`src/rtl/button_pkg.sv`:
```
// -----------------------------------------------------------------------------
// button_pkg
// Shared types and defaults for the push-button front-end.
//   btn_state_t         : debounce FSM state; bit 1 set means "button down"
//   DEBOUNCE_CYCLES_DEF : default stable-sample count for debouncing
//   LONG_CYCLES_DEF     : default hold duration for the long-press strobe
// -----------------------------------------------------------------------------
package button_pkg;

  // Encoding chosen so that bit 1 alone gives the debounced level.
  typedef enum logic [1:0] {
    RELEASED     = 2'b00,
    PRESS_WAIT   = 2'b01,
    PRESSED      = 2'b11,
    RELEASE_WAIT = 2'b10
  } btn_state_t;

  localparam int DEBOUNCE_CYCLES_DEF = 4;
  localparam int LONG_CYCLES_DEF     = 200;

endpackage

```
`src/rtl/bit_sync.sv`:
```
// -----------------------------------------------------------------------------
// bit_sync
// Two-flop synchronizer for a single asynchronous pad input.
//   clk     : destination clock
//   rst     : asynchronous active-high reset, both flops clear to 0
//   i_async : raw asynchronous input
//   o_sync  : synchronized level, two clk edges after capture
// -----------------------------------------------------------------------------
module bit_sync (
  input  logic clk,
  input  logic rst,
  input  logic i_async,
  output logic o_sync
);

  logic r_meta;
  logic r_sync;

  // First flop may go metastable; the second gives it a full cycle to settle.
  always_ff @(posedge clk or posedge rst) begin
    if (rst) begin
      r_meta <= 1'b0;
      r_sync <= 1'b0;
    end else begin
      r_meta <= i_async;
      r_sync <= r_meta;
    end
  end

  assign o_sync = r_sync;

endmodule

```
`src/rtl/button_conditioner.sv`:
```
// -----------------------------------------------------------------------------
// button_conditioner
// Synchronizes and debounces the stopwatch push button, producing a one-cycle
// press strobe, the debounced level and (optionally) a long-press strobe.
// Optional feature macro: BUTTON_LONGPRESS_EN enables the hold counter and
// long_pulse_o; without it long_pulse_o is tied 0.
//   clk           : system clock
//   rst           : asynchronous active-high reset
//   button_raw_i  : raw pad level, asynchronous, active-high
//   press_pulse_o : one-cycle strobe per debounced press
//   level_o       : debounced button level (decoded from state only)
//   long_pulse_o  : one-cycle strobe once a press has been held LONG_CYCLES
// -----------------------------------------------------------------------------
module button_conditioner
  import button_pkg::*;
#(
  parameter int DEBOUNCE_CYCLES = DEBOUNCE_CYCLES_DEF,
  parameter int LONG_CYCLES     = LONG_CYCLES_DEF
) (
  input  logic clk,
  input  logic rst,
  input  logic button_raw_i,
  output logic press_pulse_o,
  output logic level_o,
  output logic long_pulse_o
);

  localparam int                CNT_W    = $clog2(DEBOUNCE_CYCLES) + 1;
  localparam logic [CNT_W-1:0]  CNT_LAST = CNT_W'(DEBOUNCE_CYCLES - 1);

  // Reject illegal parameterisations at elaboration rather than misbehaving.
  if (DEBOUNCE_CYCLES < 1 || LONG_CYCLES < 1) begin : g_badParams
    $error("button_conditioner: DEBOUNCE_CYCLES and LONG_CYCLES must be >= 1");
  end

  logic             w_s;
  btn_state_t       r_state;
  btn_state_t       w_nextState;
  logic [CNT_W-1:0] r_cnt;
  logic [CNT_W-1:0] w_nextCnt;
  logic             w_pressEvt;
  logic             r_pressPulse;

  bit_sync u_sync (
    .clk     (clk),
    .rst     (rst),
    .i_async (button_raw_i),
    .o_sync  (w_s)
  );

  // State, counter and the registered press strobe.
  always_ff @(posedge clk or posedge rst) begin
    if (rst) begin
      r_state      <= RELEASED;
      r_cnt        <= '0;
      r_pressPulse <= 1'b0;
    end else begin
      r_state      <= w_nextState;
      r_cnt        <= w_nextCnt;
      r_pressPulse <= w_pressEvt;
    end
  end

  // Each WAIT state needs DEBOUNCE_CYCLES more agreeing samples after the
  // first changed one; any disagreeing sample falls back without reporting.
  always_comb begin
    w_nextState = r_state;
    w_nextCnt   = r_cnt;
    w_pressEvt  = 1'b0;
    case (r_state)
      RELEASED: begin
        if (w_s) begin
          w_nextState = PRESS_WAIT;
          w_nextCnt   = '0;
        end
      end
      PRESS_WAIT: begin
        if (!w_s) begin
          w_nextState = RELEASED;
        end else if (r_cnt == CNT_LAST) begin
          w_nextState = PRESSED;
          w_pressEvt  = 1'b1;
        end else begin
          w_nextCnt = r_cnt + 1'b1;
        end
      end
      PRESSED: begin
        if (!w_s) begin
          w_nextState = RELEASE_WAIT;
          w_nextCnt   = '0;
        end
      end
      RELEASE_WAIT: begin
        if (w_s) begin
          w_nextState = PRESSED;
        end else if (r_cnt == CNT_LAST) begin
          w_nextState = RELEASED;
        end else begin
          w_nextCnt = r_cnt + 1'b1;
        end
      end
      default: begin
        w_nextState = RELEASED;
        w_nextCnt   = '0;
      end
    endcase
  end

  assign press_pulse_o = r_pressPulse;
  assign level_o       = (r_state == PRESSED) || (r_state == RELEASE_WAIT);

`ifdef BUTTON_LONGPRESS_EN
  localparam int                HOLD_W    = $clog2(LONG_CYCLES) + 1;
  localparam logic [HOLD_W-1:0] HOLD_LAST = HOLD_W'(LONG_CYCLES - 1);
  localparam logic [HOLD_W-1:0] HOLD_MAX  = HOLD_W'(LONG_CYCLES);

  logic [HOLD_W-1:0] r_hold;
  logic              r_longPulse;

  // Hold counter only restarts on a genuine new press (from PRESS_WAIT), so a
  // release glitch returning to PRESSED cannot re-arm the long strobe.
  // Saturating at LONG_CYCLES guarantees a single long strobe per press.
  always_ff @(posedge clk or posedge rst) begin
    if (rst) begin
      r_hold      <= '0;
      r_longPulse <= 1'b0;
    end else begin
      r_longPulse <= (r_state == PRESSED) && (r_hold == HOLD_LAST);
      if (w_pressEvt) begin
        r_hold <= '0;
      end else if (r_state == PRESSED) begin
        if (r_hold != HOLD_MAX) begin
          r_hold <= r_hold + 1'b1;
        end
      end else if (r_state == RELEASED) begin
        r_hold <= '0;
      end
    end
  end

  assign long_pulse_o = r_longPulse;
`else
  assign long_pulse_o = 1'b0;
`endif

endmodule

```
`config.mk`:
```
export PLATFORM = sky130hd
export DESIGN_NAME = button_conditioner
export DESIGN_NICKNAME = d
export VERILOG_FILES = /design/src/rtl/button_pkg.sv /design/src/rtl/bit_sync.sv /design/src/rtl/button_conditioner.sv
export SDC_FILE = /design/constraint.sdc
export NUM_CORES = 1
export LEC_CHECK = 0
export BUFFER_PORTS_ARGS = -buffer_cell sky130_fd_sc_hd__buf_2
export CORE_AREA = 2 2 39 41
export DETAILED_ROUTE_END_ITERATION = 10
export DIE_AREA = 0 0 41 43
export GPL_TIMING_DRIVEN = 0
export PLACE_DENSITY = 0.57
export SKIP_LAST_GASP = 1
export SLEW_MARGIN = 20
export SYNTH_ARGS = -nofsm -noshare
export SYNTH_HDL_FRONTEND = slang
export SYNTH_HIERARCHICAL = 1
export SYNTH_SLANG_ARGS = --single-unit
```
`constraint.sdc`:
```
create_clock -name clk -period 2.6 [get_ports clk]
set_clock_uncertainty 0.2 [all_clocks]
set_input_delay 0.26 -clock clk [delete_from_list [all_inputs] [get_ports clk]]
set_output_delay 0.26 -clock clk [all_outputs]
set_load 0.005 [all_outputs]
```
==> out/results.txt, run 1 <==
Post-synth EDFFs: 0
period utilization: 0.726
Max-cap violations: 0
global-route wire length before repair: 1.41 mm
CP Launch Type: register
part of the Yosys area used for sequential elements: 0.372
Post-Syn Area per Cell: 10.3 um2
largest net degree at the start of global routing: 10
commonest non-fill, non-tap cell in the layout: ha_1
setup_tns: 0 ns
Lkg Pwr: 0.316 nW
critical path fanouts, max: 3
Fill cells: 142
Final ANT Viol Nets: 0
Max Fclk: 530 MHz
vias in the first global route: 393
r2r startpoint: r_cnt[0]
delay-heaviest family, CP: adder cells
Die X-Extent: 41 um
post-placement cell count: 72
Post-Syn Area: 538 um2
Inserted Diodes: 0
Hold Path End: u_sync/o_sync
Tot GR Track Use: 0.127
initial antenna violation count: 0
Hold Crit Class: register to register
WP buf/inv: 0
Top Ports: 6
port buffer count: 4
Pins Over Slew Limit: 0
CP endpoint kind: register
CTS tree: built
Crit path arrival time: 1.81 ns
core area: 1380 um2
outcome: completed
root buffer cell: clkbuf_4
Min Hold Slack: 0.149 ns
Crit Path Category: register to register
most used cell, CP: ha_1
Die Ht: 43 um
Worst-path clk slew: 0.05 ns
Row Count: 14
Max Buffers Root-to-Sink: 2
Sink Count: 8
cell count after synthesis: 52
# DRC: 0
final cell count without fillers: 77
Most used DFF post-synth: dfrtp_1
Routed WL per cell: 9.90 um
Synth-to-Final Area Change: 15.3%
Congestion Overflow GR: 0
Synth Warn #: 6
Seq cells post-synth: 8
final setup vio count: 0
Async S/R FF share, synth: 1.00
die area: 1760 um2
CP max stage cell: dfrtp_1
routability cong.: 0.731
initial drt markers: 2
library cells used by synthesis: 26
Worst Hold Launch: u_sync/r_meta
Via-to-Cell Ratio: 4.60
flop-to-flop setup slack: 0.71 ns
Hold Fails Final Rpt: 0
overall routed net length: 762 um
Nets: 75
DP Wirelength: 646 um
Clock Latency Late Sink: 0.24 ns
commonest non-fill, non-tap cells in the layout: ha_1, dfrtp_1, inv_1, buf_2
RSZ-0062 raised after global routing: no
H-tree Lvls: 1
VDD IR max: 432 uV
post_cts resized: 0
Syn Nets: 64
CTS Buf Count: 3
Reg2Reg Depth: 5
Min Clock Period, post-route: 1.89 ns
Worst Path Required: 2.52 ns
vias: 354
critical-path cell list: ha_1 -> ha_1 -> nand2b_1 -> a32oi_2 -> mux2_1
Hold Path Stages: 0
layout cell share with drive strength beyond 1: 0.213
Power per Cell Area: 965 nW/um2
Starting Density: 0.389
Largest stage delay, worst path: 0.39 ns
reg2reg end: r_state[1]
drt pass-1 iters: 4
kinds of logic (layout without fill, tap and decap cells):
group | Yosys count | in the layout | share of synthesized area
and+or+nand+nor | 13 | 13 | 0.133
adders and majority gates | 9 | 9 | 0.209
AOI/OAI and AO/OA | 9 | 9 | 0.137
buffers and inverters | 9 | 18 | 0.0837
DFF | 8 | 8 | 0.372
muxes | 3 | 3 | 0.0581
other | 1 | 1 | 0.00697
per-layer routing:
layer,wire length [um],vias up,share of wire,global-route usage
met2,375,5,0.49,0.175
li1,-,191,-,-
met1,354,156,0.46,0.141
met5,0,-,0,0
met3,17,2,0.022,0.0471
met4,15,0,0.020,0.120
metrics by stage:
stage	util	total power, mW	setup WS, ns	instance area (um2)
2_1_floorplan	-	0.449	0.805	538
3_3_place_gp	0.418	0.518	0.708	578
3_5_place_dp	0.418	0.518	0.709	578
4_1_cts	0.448	0.611	0.697	621
5_1_grt	0.448	0.664	0.632	621
6_report	0.448	0.599	0.711	621
worst max-delay path by stage:
stage / start / end / slack, ns / depth (start not counted)
after CTS: r_cnt[0] / r_state[1] / 0.70 / 5
after detailed placement: r_cnt[0] / r_state[1] / 0.71 / 5
after floorplan: r_cnt[0] / r_state[1] / 0.80 / 5
after global routing: r_cnt[0] / r_state[1] / 0.63 / 5
after global placement: r_cnt[0] / r_state[1] / 0.71 / 5
final: r_cnt[0] / r_state[1] / 0.71 / 5
area by class of cell:
cell class	instances	area, um2	share of cell area
timing repair buffer	6	40.0	0.0645
sequential	8	200	0.323
buffer	2	18.8	0.0302
inverter	7	26.3	0.0423
clock buffer	3	22.5	0.0363
tap	16	20.0	0.0323
multi-input combinational	35	293	0.472
synth_stat cells, drive strengths merged (2+ instances only):
cell type / number / area share
buf: 2 / 0.035
dfrtp: 8 / 0.37
ha: 9 / 0.21
inv: 7 / 0.049
mux2i: 2 / 0.037
nand2b: 2 / 0.023
nor2: 3 / 0.021
o21ai: 2 / 0.019
or2: 2 / 0.023
power by group:
part	switching, mW	internal (mW)	total, mW
Sequential	0.0251	0.161	0.186
Clock	0.0334	0.0522	0.0856
Combinational	0.174	0.153	0.327
Total	0.232	0.367	0.599
timing repair:
item | CTS | global route
endpoints found under the hold margin | 9 | 0
setup buffers | 0 | 0
hold buffers | 2 | 0
state kept, by name, indices dropped and copies added, names as in the netlist:
register and flops:
r_cnt 3, press_pulse_o 1, r_state 2, u_sync/o_sync 1, u_sync/r_meta 1
(Power assumes the default switching activity.)
==> inputs of run 2 (changes only) <==
Clock period 2.6 ns to 1.9 ns, I/O delays scaled along.
==> out/results.txt, run 2 (synthesis gave the netlist of run 1 again) <==
H-tree Lvls: 1
VDD IR max: 658 uV
DP Wirelength: 646 um
Inserted Diodes: 0
Starting Density: 0.389
Pins Over Slew Limit: 0
Clock Latency Late Sink: 0.24 ns
Tot GR Track Use: 0.127
Final ANT Viol Nets: 0
initial drt markers: 2
commonest non-fill, non-tap cells in the layout: ha_1, dfrtp_1, inv_1, buf_2
Lkg Pwr: 0.319 nW
largest net degree at the start of global routing: 10
die area: 1760 um2
Via-to-Cell Ratio: 4.60
Crit path arrival time: 1.75 ns
overall routed net length: 766 um
most flop-heavy register: r_cnt
initial antenna violation count: 0
global-route wire length before repair: 1.41 mm
setup_tns: 0 ns
final setup vio count: 0
Hold Fails Final Rpt: 0
drt pass-1 iters: 4
Synth-to-Final Area Change: 17.9%
CTS tree: built
routability cong.: 0.731
Worst-path clk slew: 0.05 ns
Min Clock Period, post-route: 1.82 ns
Power per Cell Area: 1350 nW/um2
# DRC: 0
Congestion Overflow GR: 0
vias in the first global route: 395
Sink Count: 8
Die Ht: 43 um
Hold Crit Class: register to register
port buffer count: 4
CP Launch Type: register
Top Ports: 6
Nets: 75
Max-cap violations: 0
vias: 354
Max Fclk: 548 MHz
period utilization: 0.960
CTS Buf Count: 3
CP endpoint kind: register
Crit Path Category: register to register
biggest regs: r_cnt x3, r_state x2
Row Count: 14
final non-filler cell area: 634 um2
core area: 1380 um2
Max Buffers Root-to-Sink: 2
root buffer cell: clkbuf_4
Routed WL per cell: 9.95 um
Worst Path Required: 1.82 ns
layout cell share with drive strength beyond 1: 0.262
placed inst area: 578 um2
RSZ-0062 raised after global routing: no
outcome: completed
max reg flops: 3
Die X-Extent: 41 um
Min Hold Slack: 0.149 ns
critical path fanouts, max: 3
-- run 2: timing repair --
action / in CTS / in global routing
resized for setup: 0 / 3
cloned: 0 / 0
endpoints found under the setup margin: 1 / 1
pin swaps: 1 / 1
hold buffers: 2 / 0
endpoints found under the hold margin: 9 / 0
setup buffers: 0 / 0
-- run 2: per-layer routing --
layer	global-route usage	part of all wire
met5	0	0
met4	0.120	0.020
met3	0.0471	0.022
met2	0.175	0.49
met1	0.141	0.47
-- run 2: critical path, stage by stage (launching register included) --
cell	delay, ns
dfrtp_1	0.39
ha_2	0.20
ha_1	0.19
nand2b_4	0.14
a32oi_2	0.26
mux2_4	0.33
-- run 2: layout make-up --
class | count | area [um2]
clock buffers | 3 | 22.5
inverters | 7 | 26.3
fillers | 141 | 749
multi-input cells | 35 | 307
repair buffers | 6 | 40.0
flip-flops and latches | 8 | 200
plain buffers | 2 | 18.8
well taps | 16 | 20.0
-- run 2: final timing paths --
path	start	end	slack (ns)	cells past startpoint
setup / recovery	r_cnt[0]	r_state[1]	0.08	5
hold / removal	u_sync/r_meta	u_sync/o_sync	0.15	0
setup reg to reg	r_cnt[0]	r_state[1]	0.08	5
hold reg to reg	u_sync/r_meta	u_sync/o_sync	0.15	0
max in group asynchronous	rst	r_state[1]	1.10	3
min in group asynchronous	rst	u_sync/o_sync	0.16	3
-- run 2: through the flow --
step / util / cells / power, mW / setup slack, ns
after floorplan: - / 52 / 0.614 / 0.105
after global placement: 0.418 / 72 / 0.708 / 0.00830
after detailed placement: 0.418 / 72 / 0.709 / 0.00904
after CTS: 0.448 / 77 / 0.835 / 0.0386
after global routing: 0.458 / 77 / 0.949 / 0.0118
final: 0.458 / 77 / 0.859 / 0.0755
-- run 2: power breakdown --
part | internal, mW | switching [mW]
Sequential | 0.221 | 0.0353
Clock | 0.0714 | 0.0456
Combinational | 0.238 | 0.248
==> inputs of run 3 (changes only) <==
Settings changed: CTS_BUF_LIST set to sky130_fd_sc_hd__clkbuf_16.
Clock period 1.9 ns to 1.85 ns, I/O delays scaled along.
==> out/results.txt, run 3 (synthesis gave the netlist of run 1 again) <==
vias: 358
Nets: 75
Reg2Reg Depth: 5
Sink Count: 8
final setup vio count: 0
Hold Fails Final Rpt: 0
VDD IR max: 1070 uV
biggest regs: r_cnt x3, r_state x2
vias in the first global route: 396
root buffer cell: clkbuf_16
CP Launch Type: register
outcome: completed
Reg power frac: 0.232
CTS Buf Count: 3
Worst Path Required: 1.75 ns
Clk pwr share: 0.306
Routed WL per cell: 10.3 um
post-place setup slack: -0.0410 ns
Top Ports: 6
Starting Density: 0.389
CP max stage cell: dfrtp_1
drt pass-1 iters: 4
core area: 1380 um2
Tot GR Track Use: 0.120
commonest non-fill, non-tap cell in the layout: dfrtp_1
Clock Latency Late Sink: 0.22 ns
internal power: 0.760 mW
setup repair bufs after CTS: 0
Max-cap violations: 0
Worst-path clk slew: 0.03 ns
routability cong.: 0.731
initial drt markers: 2
Congestion Overflow GR: 0
flop-to-flop setup slack: 0.05 ns
Hold Crit Class: register to register
commonest non-fill, non-tap cells in the layout: dfrtp_1, inv_1, ha_1, buf_2
most used cell, CP: ha_2
critical-path cell list: ha_2 -> ha_2 -> nand2b_4 -> a32oi_4 -> mux2_4
Largest stage delay, worst path: 0.39 ns
period utilization: 0.973
critical path fanouts, max: 3
Via-to-Cell Ratio: 4.65
port buffer count: 4
Hold Path Stages: 0
CTS tree: built
most flop-heavy register: r_cnt
# DRC: 0
CP endpoint kind: register
setup ws final: 0.0504 ns
Max Buffers Root-to-Sink: 2
Pins Over Slew Limit: 0
DP Wirelength: 646 um
placed inst area: 578 um2
Worst Hold Launch: u_sync/r_meta
RSZ-0062 raised after global routing: no
Hold Path End: u_sync/o_sync
Final ANT Viol Nets: 0
global-route wire length before repair: 1.41 mm
Die X-Extent: 41 um
Synth-to-Final Area Change: 30.2%
Critical path origin: r_cnt[0]
reg2reg end: r_state[1]
sequential cell area: 200 um2
Comb pwr share: 0.462
H-tree Lvls: 1
Row Count: 14
initial antenna violation count: 0
r2r startpoint: r_cnt[0]
max reg flops: 3
largest net degree at the start of global routing: 10
Crit path arrival time: 1.70 ns
die area: 1760 um2
final non-filler cell area: 701 um2
Max Fclk: 556 MHz
switching power: 0.376 mW
Crit Path Category: register to register
Min Clock Period, post-route: 1.80 ns
Power per Cell Area: 1620 nW/um2
Multi-input gate area: 320 um2
Fill cells: 129
Die Ht: 43 um
layout cell share with drive strength beyond 1: 0.279
Lkg Pwr: 0.342 nW
Min Hold Slack: 0.146 ns
Inserted Diodes: 0
Sw Ratio: 0.331
overall routed net length: 792 um
## run 3: changes by cell type in the layout (fill, tap and decap cells not counted)
cell       change
a32oi_2        -1
a32oi_4        +1
clkbuf_16      +3
clkbuf_4       -3
ha_1           -1
ha_2           +1
## run 3: final cells by class
| type | count | share of cell area |
|---|---|---|
| Sequential cell | 8 | 0.286 |
| Timing Repair Buffer | 6 | 0.0571 |
| Tap cell | 16 | 0.0286 |
| Buffer | 2 | 0.0268 |
| Inverter | 7 | 0.0375 |
| Multi-Input combinational cell | 35 | 0.457 |
| Clock buffer | 3 | 0.107 |
## run 3: timing repair
action / in CTS / in global routing
hold buffers: 2 / 0
pin swaps: 1 / 1
setup endpoints to repair: 1 / 1
gates cloned: 0 / 0
endpoints found under the hold margin: 9 / 0
gates resized for setup: 1 / 4
## run 3: how the worst max path moves through the flow
stage                             to  slack (ns)  depth (start not counted)
after floorplan           r_state[1]        0.05                          5
after global placement    r_state[1]       -0.04                          5
after detailed placement  r_state[1]       -0.04                          5
after CTS                 r_state[1]       0.007                          5
after global routing      r_state[1]      0.0005                          5
final                     r_state[1]        0.05                          5
## run 3: critical path: cells and delay by family (launching register included)
kind | cells | cell delay [ns]
fa+ha+maj | 2 | 0.37
flops | 1 | 0.39
mux | 1 | 0.33
simple gates | 1 | 0.14
compound gates | 1 | 0.25
## run 3: layer usage
metal  GRT usage  wire, um  vias to the layer above  part of all wire
met5           0         0                        -                 0
met4      0.0800         8                        0             0.010
met3      0.0157        18                        2             0.023
met2       0.188       381                        7              0.48
met1       0.145       384                      158              0.48
li1            -         -                      191                 -
## run 3: power groups by stage
stage	logic (mW)	registers (mW)	clock network [mW]
floorplan	0.372	0.259	0
global placement	0.461	0.266	0
detailed placement	0.463	0.265	0
CTS	0.485	0.264	0.353
global route	0.592	0.272	0.364
finish	0.525	0.264	0.347
## run 3: stage by stage
stage / instances / TNS [ns] / power (mW) / utilization
after floorplan: 52 / 0 / 0.631 / -
after global placement: 72 / -0.0417 / 0.728 / 0.418
after detailed placement: 72 / -0.0410 / 0.729 / 0.418
after CTS: 77 / 0 / 1.10 / 0.489
after global routing: 77 / 0 / 1.23 / 0.506
final: 77 / 0 / 1.14 / 0.506
